### src/rtl/alu_muldiv.sv
// Multi-cycle MIPS execute-stage ALU: single-cycle shift/arith/logic/compare ops plus an
// iterative signed/unsigned multiply and restoring divide that update internal HI/LO registers.
module alu_muldiv #(
  parameter int WIDTH = 32,
  parameter int OP_W  = 5
) (
  input  logic             clk,
  input  logic             rst_n,
  input  logic             i_valid,
  input  logic [OP_W-1:0]  i_opcode,
  input  logic [WIDTH-1:0] i_a,
  input  logic [WIDTH-1:0] i_b,
  output logic             o_ready,
  output logic             o_valid,
  output logic [WIDTH-1:0] o_result,
  output logic             o_zero,
  output logic             o_neg,
  output logic             o_overflow,
  output logic             o_div_by_zero,
  output logic [WIDTH-1:0] o_hi,
  output logic [WIDTH-1:0] o_lo
);

  localparam int SHW = $clog2(WIDTH);

  localparam logic [1:0] S_IDLE = 2'd0;
  localparam logic [1:0] S_ITER = 2'd1;
  localparam logic [1:0] S_SIGN = 2'd2;

  localparam logic [OP_W-1:0] OP_SLL   = OP_W'(0);
  localparam logic [OP_W-1:0] OP_SRL   = OP_W'(1);
  localparam logic [OP_W-1:0] OP_SRA   = OP_W'(2);
  localparam logic [OP_W-1:0] OP_ADD   = OP_W'(3);
  localparam logic [OP_W-1:0] OP_SUB   = OP_W'(4);
  localparam logic [OP_W-1:0] OP_AND   = OP_W'(5);
  localparam logic [OP_W-1:0] OP_OR    = OP_W'(6);
  localparam logic [OP_W-1:0] OP_XOR   = OP_W'(7);
  localparam logic [OP_W-1:0] OP_NOR   = OP_W'(8);
  localparam logic [OP_W-1:0] OP_SLT   = OP_W'(9);
  localparam logic [OP_W-1:0] OP_SLTU  = OP_W'(10);
  localparam logic [OP_W-1:0] OP_MULT  = OP_W'(11);
  localparam logic [OP_W-1:0] OP_MULTU = OP_W'(12);
  localparam logic [OP_W-1:0] OP_DIV   = OP_W'(13);
  localparam logic [OP_W-1:0] OP_DIVU  = OP_W'(14);
  localparam logic [OP_W-1:0] OP_MFHI  = OP_W'(15);
  localparam logic [OP_W-1:0] OP_MFLO  = OP_W'(16);

  logic [1:0]       state_r;
  logic [SHW-1:0]   cnt_r;
  logic [WIDTH:0]   acc_r;
  logic [WIDTH-1:0] q_r;
  logic [WIDTH-1:0] m_r;
  logic             is_div_r;
  logic             neg_q_r;
  logic             neg_rem_r;
  logic [WIDTH-1:0] hi_r;
  logic [WIDTH-1:0] lo_r;
  logic [WIDTH-1:0] result_r;
  logic             valid_r;
  logic             zero_r;
  logic             neg_r;
  logic             ovf_r;
  logic             dbz_r;

  logic [SHW-1:0]   shamt_s;
  logic [WIDTH-1:0] sum_s;
  logic [WIDTH-1:0] diff_s;
  logic [WIDTH-1:0] sc_res_s;
  logic             sc_zero_s;
  logic             sc_neg_s;
  logic             sc_ovf_s;

  // Single-cycle datapath: result and flags for the opcode presented this cycle
  always_comb begin
    shamt_s   = i_a[SHW-1:0];
    sum_s     = i_a + i_b;
    diff_s    = i_a - i_b;
    sc_res_s  = {WIDTH{1'b0}};
    sc_zero_s = 1'b0;
    sc_neg_s  = 1'b0;
    sc_ovf_s  = 1'b0;
    case (i_opcode)
      OP_SLL:  sc_res_s = i_b << shamt_s;
      OP_SRL:  sc_res_s = i_b >> shamt_s;
      OP_SRA:  sc_res_s = $unsigned($signed(i_b) >>> shamt_s);
      OP_ADD: begin
        sc_res_s = sum_s;
        sc_ovf_s = (i_a[WIDTH-1] == i_b[WIDTH-1]) && (sum_s[WIDTH-1] != i_a[WIDTH-1]);
      end
      OP_SUB: begin
        sc_res_s  = diff_s;
        sc_zero_s = (i_a == i_b);
        sc_neg_s  = diff_s[WIDTH-1];
        sc_ovf_s  = (i_a[WIDTH-1] != i_b[WIDTH-1]) && (diff_s[WIDTH-1] != i_a[WIDTH-1]);
      end
      OP_AND:  sc_res_s = i_a & i_b;
      OP_OR:   sc_res_s = i_a | i_b;
      OP_XOR:  sc_res_s = i_a ^ i_b;
      OP_NOR:  sc_res_s = ~(i_a | i_b);
      OP_SLT:  sc_res_s = ($signed(i_a) < $signed(i_b)) ? {{(WIDTH-1){1'b0}}, 1'b1} : {WIDTH{1'b0}};
      OP_SLTU: sc_res_s = (i_a < i_b) ? {{(WIDTH-1){1'b0}}, 1'b1} : {WIDTH{1'b0}};
      OP_MFHI: sc_res_s = hi_r;
      OP_MFLO: sc_res_s = lo_r;
      default: sc_res_s = {WIDTH{1'b0}};
    endcase
  end

  logic             is_mul_op_s;
  logic             is_div_op_s;
  logic             a_neg_s;
  logic             b_neg_s;
  logic [WIDTH-1:0] a_mag_s;
  logic [WIDTH-1:0] b_mag_s;

  // Operand magnitudes and sign bookkeeping captured when a mul/div starts
  always_comb begin
    is_mul_op_s = (i_opcode == OP_MULT) || (i_opcode == OP_MULTU);
    is_div_op_s = (i_opcode == OP_DIV) || (i_opcode == OP_DIVU);
    a_neg_s = ((i_opcode == OP_MULT) || (i_opcode == OP_DIV)) && i_a[WIDTH-1];
    b_neg_s = ((i_opcode == OP_MULT) || (i_opcode == OP_DIV)) && i_b[WIDTH-1];
    if (a_neg_s) begin
      a_mag_s = {WIDTH{1'b0}} - i_a;
    end else begin
      a_mag_s = i_a;
    end
    if (b_neg_s) begin
      b_mag_s = {WIDTH{1'b0}} - i_b;
    end else begin
      b_mag_s = i_b;
    end
  end

  logic [WIDTH:0]     mul_sum_s;
  logic [WIDTH:0]     div_shift_s;
  logic [WIDTH:0]     div_trial_s;
  logic [WIDTH:0]     acc_nx_s;
  logic [WIDTH-1:0]   q_nx_s;
  logic [2*WIDTH-1:0] prod_s;
  logic [2*WIDTH-1:0] prod_fix_s;
  logic [WIDTH-1:0]   quo_fix_s;
  logic [WIDTH-1:0]   rem_fix_s;
  logic [WIDTH-1:0]   hi_nx_s;
  logic [WIDTH-1:0]   lo_nx_s;

  // One iteration step (shift-add multiply / restoring divide) and the final sign fix-up
  always_comb begin
    mul_sum_s   = acc_r + (q_r[0] ? {1'b0, m_r} : {(WIDTH+1){1'b0}});
    div_shift_s = {acc_r[WIDTH-1:0], q_r[WIDTH-1]};
    div_trial_s = div_shift_s - {1'b0, m_r};
    if (is_div_r) begin
      if (!div_trial_s[WIDTH]) begin
        acc_nx_s = div_trial_s;
        q_nx_s   = {q_r[WIDTH-2:0], 1'b1};
      end else begin
        acc_nx_s = div_shift_s;
        q_nx_s   = {q_r[WIDTH-2:0], 1'b0};
      end
    end else begin
      acc_nx_s = {1'b0, mul_sum_s[WIDTH:1]};
      q_nx_s   = {mul_sum_s[0], q_r[WIDTH-1:1]};
    end
    prod_s     = {acc_r[WIDTH-1:0], q_r};
    prod_fix_s = neg_q_r ? ({(2*WIDTH){1'b0}} - prod_s) : prod_s;
    quo_fix_s  = neg_q_r ? ({WIDTH{1'b0}} - q_r) : q_r;
    rem_fix_s  = neg_rem_r ? ({WIDTH{1'b0}} - acc_r[WIDTH-1:0]) : acc_r[WIDTH-1:0];
    if (is_div_r) begin
      hi_nx_s = rem_fix_s;
      lo_nx_s = quo_fix_s;
    end else begin
      hi_nx_s = prod_fix_s[2*WIDTH-1:WIDTH];
      lo_nx_s = prod_fix_s[WIDTH-1:0];
    end
  end

  // Control FSM, iterative unit state, HI/LO and registered outputs
  always_ff @(posedge clk or negedge rst_n) begin
    if (!rst_n) begin
      state_r   <= S_IDLE;
      cnt_r     <= {SHW{1'b0}};
      acc_r     <= {(WIDTH+1){1'b0}};
      q_r       <= {WIDTH{1'b0}};
      m_r       <= {WIDTH{1'b0}};
      is_div_r  <= 1'b0;
      neg_q_r   <= 1'b0;
      neg_rem_r <= 1'b0;
      hi_r      <= {WIDTH{1'b0}};
      lo_r      <= {WIDTH{1'b0}};
      result_r  <= {WIDTH{1'b0}};
      valid_r   <= 1'b0;
      zero_r    <= 1'b0;
      neg_r     <= 1'b0;
      ovf_r     <= 1'b0;
      dbz_r     <= 1'b0;
    end else begin
      valid_r <= 1'b0;
      zero_r  <= 1'b0;
      neg_r   <= 1'b0;
      ovf_r   <= 1'b0;
      dbz_r   <= 1'b0;
      case (state_r)
        S_IDLE: begin
          if (i_valid) begin
            if (is_div_op_s && (i_b == {WIDTH{1'b0}})) begin
              result_r <= {WIDTH{1'b0}};
              valid_r  <= 1'b1;
              dbz_r    <= 1'b1;
            end else if (is_mul_op_s || is_div_op_s) begin
              state_r   <= S_ITER;
              cnt_r     <= {SHW{1'b1}};
              acc_r     <= {(WIDTH+1){1'b0}};
              q_r       <= a_mag_s;
              m_r       <= b_mag_s;
              is_div_r  <= is_div_op_s;
              neg_q_r   <= a_neg_s ^ b_neg_s;
              neg_rem_r <= a_neg_s;
            end else begin
              result_r <= sc_res_s;
              valid_r  <= 1'b1;
              zero_r   <= sc_zero_s;
              neg_r    <= sc_neg_s;
              ovf_r    <= sc_ovf_s;
            end
          end
        end
        S_ITER: begin
          acc_r <= acc_nx_s;
          q_r   <= q_nx_s;
          if (cnt_r == {SHW{1'b0}}) begin
            state_r <= S_SIGN;
          end else begin
            cnt_r <= cnt_r - {{(SHW-1){1'b0}}, 1'b1};
          end
        end
        S_SIGN: begin
          hi_r     <= hi_nx_s;
          lo_r     <= lo_nx_s;
          result_r <= lo_nx_s;
          valid_r  <= 1'b1;
          state_r  <= S_IDLE;
        end
        default: state_r <= S_IDLE;
      endcase
    end
  end

  assign o_ready       = (state_r == S_IDLE);
  assign o_valid       = valid_r;
  assign o_result      = result_r;
  assign o_zero        = zero_r;
  assign o_neg         = neg_r;
  assign o_overflow    = ovf_r;
  assign o_div_by_zero = dbz_r;
  assign o_hi          = hi_r;
  assign o_lo          = lo_r;

endmodule

### config.mk
export PLATFORM = sky130hd
export DESIGN_NAME = alu_muldiv
export DESIGN_NICKNAME = d
export VERILOG_FILES = /design/src/rtl/alu_muldiv.sv
export SDC_FILE = /design/constraint.sdc
export NUM_CORES = 1
export LEC_CHECK = 0
export ABC_AREA = 0
export CORE_ASPECT_RATIO = 1.2
export CORE_MARGIN = 3
export CORE_UTILIZATION = 50
export CTS_BUF_LIST = sky130_fd_sc_hd__clkbuf_8
export DETAILED_ROUTE_END_ITERATION = 8
export MAX_ROUTING_LAYER = met4
export PLACE_DENSITY_LB_ADDON = 0.25
export SLEW_MARGIN = 5
export SYNTH_ARGS = -nofsm -noshare
export SYNTH_HDL_FRONTEND = slang
export SYNTH_SLANG_ARGS = --single-unit
### constraint.sdc
create_clock -name clk -period 4.31 [get_ports clk]
set_input_delay 0.862 -clock clk [delete_from_list [all_inputs] [get_ports clk]]
set_output_delay 0.862 -clock clk [all_outputs]
set_load 0.05 [all_outputs]
==> out/metrics.yaml <==
initial_core_util_pct: 50.75
critPathSlowestCell: "clkdlybuf4s50_1"
seq_area_um2: 5209
cts_inserted_buffers: 41
boundaryPins: 174
synth.distinct_cells: 91
period_needed_ns: 4.171
multi_input_area_um2: 17910
wl_per_cell_um: 30.57
via_per_inst: 6.953
finalClockSkew_ns: 0.02657
cts_hold_buf: 0
critPathTopFamily: "compound AO/OA/AOI/OAI gates"
ant_nets: 0
routed_wl_um: 133700
cts_root_buf: "clkbuf_8"
clockBufferDepth: 3
syn_avg_cell_area_um2: 7.550
final.setup.worst_slack_ns: 0.1390
tightest_slew_ns: 1.206
vias: 30410
grt_max_degree: 103
overflow: 0
switching_share_pct: 52.40
clkTransAtPathRegs_ns: 0.06
hold_class: "primary input to asynchronous set/reset pin"
max_stage_delay_ns: 0.53
syn_to_final_growth_pct: 26.60
core-area_um2: 48340
power_mw: 19.74
cp_max_fo: 5
gp_congestion: 1.133
critical_path_class: "primary input to flip-flop"
endpoint_kind: "flip-flop"
firstDrtPassIters: 7
route.detailed.drc: 0
max-vdd-ir-drop_mv: 0.8235
synth-edff-count: 0
setup-tns-final_ns: 0
crit_required_ns: 4.79
insertion_delay_ns: 0.63
initialDrtViolationCount: 4618
timing.fmax_mhz: 239.8
antenna_found_initial: 8
syn_nets: 3510
final_max_slew_viol_count: 0
synthesis.area_um2: 24530
dp_slack_ns: -0.6892
layout.nets: 3967
cp.buffers_inverters: 5
finalSetupViolCount: 0
rows: 88
net-switching-power_mw: 10.34
dieWidth_um: 208.2
synthArstFlopShare_pct: 100.0
finalCritPeriodShare_pct: 96.77
place.port_buffers: 173
dpl.hpwl_um: 105600
maxCapViolCount: 0
grt_pass1_wl_um: 192500
cp_cell_sequence: "clkdlybuf4s50_1 > inv_1 > ha_1 > buf_4 > a211oi_1 > o21ai_0 > nor4bb_1 > nor3_1 > buf_4 > a21oi_2 > a31o_2 > buf_4 > a211oi_1 > a21oi_1 > a211oi_2 > o21ai_0"
cpMostUsedCell: "buf_4"
worst_ep_arrival_time_ns: 4.65
fp.dieH_um: 248.6
run_status: "complete, no violations"
cts_tree: "done"
layout-drive-gt1-share_pct: 17.97
synth_ff_type: "dfrtp_1"
cts.sinks: 208
h-tree-depth: 2
max-slew-margin-rel_pct: 19.28
p_int_mw: 9.394
ys_seq_area_share_pct: 21.22
clock_power_share_pct: 12.5
fillers: 4265
synth-warning-count: 0
power_density_nw_per_um2: 635.6
grt_pass1_vias: 28940
dieArea_um2: 51760
hold_viol: 0
netlist_instances: 3249
combPwrFrac_pct: 66.4
seqPwrFrac_pct: 21.0
synth_seq_cells: 208
cp-start-kind: "primary input"
global_route.usage.total_pct: 50.85
p_leak_nw: 13.85
area by class of cell:
class                           instances  area share, %
Inverter                              166          2.007
Timing Repair Buffer                  643          17.85
Antenna cell                            9        0.07253
Tap cell                              630          2.538
Clock inverter                         23         0.9590
Clock buffer                           48          2.127
Multi-Input combinational cell       2646          57.67
Sequential cell                       208          16.77
what timing repair did:
item / in CTS / in global routing
resized for setup: 2 / 16
endpoints found under the hold margin: 0 / 0
endpoints found under the setup margin: 9 / 30
setup buffers: 0 / 2
pin swaps: 0 / 2
state kept, by name, summed over array words and instances (netlist names):
register and count:
acc_r 33, m_r 32, o_hi 32, o_lo 32, o_result 32, q_r 32
cnt_r 5, state_r 2, is_div_r 1, neg_q_r 1, neg_rem_r 1, o_div_by_zero 1
o_neg 1, o_overflow 1, o_valid 1, o_zero 1
synthesized netlist by cell type, types with 10 or more instances:
cell / count / share of area, %
nand2_1: 347 / 5.3
o21ai_0: 343 / 7.0
nor2_1: 327 / 5.0
a21oi_1: 249 / 5.1
dfrtp_1: 208 / 21
ha_1: 185 / 9.4
clkbuf_1: 176 / 2.7
inv_1: 162 / 2.5
xnor2_1: 120 / 4.3
mux2i_1: 88 / 3.6
a21o_1: 77 / 2.4
nor3_1: 66 / 1.3
xor2_1: 61 / 2.2
nand3_1: 52 / 1.1
a22oi_1: 45 / 1.4
mux4_2: 44 / 4.0
o31ai_1: 36 / 1.1
a211oi_1: 35 / 1.1
buf_1: 34 / 0.52
nor4_1: 34 / 0.87
nand4_1: 31 / 0.79
o211ai_1: 31 / 0.95
a31oi_1: 30 / 0.77
a221oi_1: 26 / 0.93
nand2b_1: 26 / 0.66
o22ai_1: 26 / 0.66
or3_1: 26 / 0.66
nor2b_1: 23 / 0.59
o21bai_1: 20 / 0.61
mux2_2: 17 / 0.78
and3_1: 16 / 0.41
a221o_1: 15 / 0.61
o221ai_1: 15 / 0.54
o41ai_1: 15 / 0.54
a222oi_1: 14 / 0.57
or2_2: 13 / 0.33
and2_1: 12 / 0.31
o21a_1: 12 / 0.37
a311oi_1: 11 / 0.39
buf_2: 11 / 0.22
a211o_1: 10 / 0.36
a22o_1: 10 / 0.36
or4_1: 10 / 0.31
logic make-up (layout without fill, tap and decap cells):
logic type	Yosys count	after routing	synth area share (%)
DFF	208	208	21.22
muxes	149	149	8.412
xor gates and xnor gates	181	181	6.463
and+or+nand+nor	1022	1022	19.04
AOI/OAI and AO/OA	1105	1105	28.83
buffers and inverters	395	880	6.274
adders and majority gates	189	189	9.763
other	0	9	0
placed cells by master, fill, tap and decap left out, types with 33 or more instances in the layout:
master and n:
a211oi_1 33, a21o_1 77, a21oi_1 247, a22oi_1 45, buf_4 446, clkbuf_8 48, clkdlybuf4s50_1 168, dfrtp_1 207
ha_1 184, inv_1 165, mux2i_1 88, mux4_2 44, nand2_1 346, nand3_1 51, nor2_1 322, nor3_1 63
nor4_1 33, o21ai_0 341, o31ai_1 36, xnor2_1 120, xor2_1 61
power by group through the flow:
| stage | logic, mW | clock network (mW) | registers (mW) |
|---|---|---|---|
| detailed placement | 12.6 | 0 | 4.05 |
| global route | 13.9 | 2.55 | 4.14 |
| finish | 13.1 | 2.47 | 4.15 |
| floorplan | 6.88 | 0 | 4.68 |
| global placement | 12.2 | 0 | 4.02 |
| CTS | 12.7 | 2.46 | 4.03 |
stage by stage:
stage | instances | instance area (um^2) | hold WS [ns] | util, %
finish | 4373 | 31050 | 0.3010 | 64.24
global route | 4372 | 31050 | 0.3582 | 64.24
CTS | 4362 | 30950 | 0.3459 | 64.02
detailed placement | 4291 | 29980 | 0.4640 | 62.02
global placement | 4291 | 29980 | 0.4505 | 62.02
floorplan | 3249 | 24550 | 0.4498 | -
worst reg2reg max path: cells and delay by family, from the launching register on:
| kind | cells | cell delay [ns] |
|---|---|---|
| xor+xnor | 1 | 0.37 |
| fa+ha+maj | 1 | 0.27 |
| buf+inv | 2 | 0.30 |
| compound gates | 3 | 0.41 |
| flops | 1 | 0.44 |
| simple gates | 5 | 2.20 |
routing by layer:
layer / wire (um) / GRT usage, % / vias to the layer above / part of all wire [%]
met5: 0 / - / - / 0
met4: 14530 / 39.55 / 0 / 11
met1: 45910 / 57.84 / 14320 / 34
li1: - / - / 12810 / -
met3: 15920 / 13.44 / 807 / 12
met2: 57310 / 75.98 / 2474 / 43
worst paths after layout:
check	startpoint	depth (start not counted)	slack (ns)	endpoint
min	rst_n	1	0.30	o_lo[6]
max	i_b[1]	16	0.14	o_result[21]
max in group asynchronous	rst_n	3	2.80	o_hi[27]
max reg2reg	q_r[0]	12	0.15	o_hi[28]
min in group clk	o_result[11]	2	0.47	o_result[11]
min reg2reg	o_result[11]	2	0.47	o_result[11]
(Power assumes the default switching activity.)
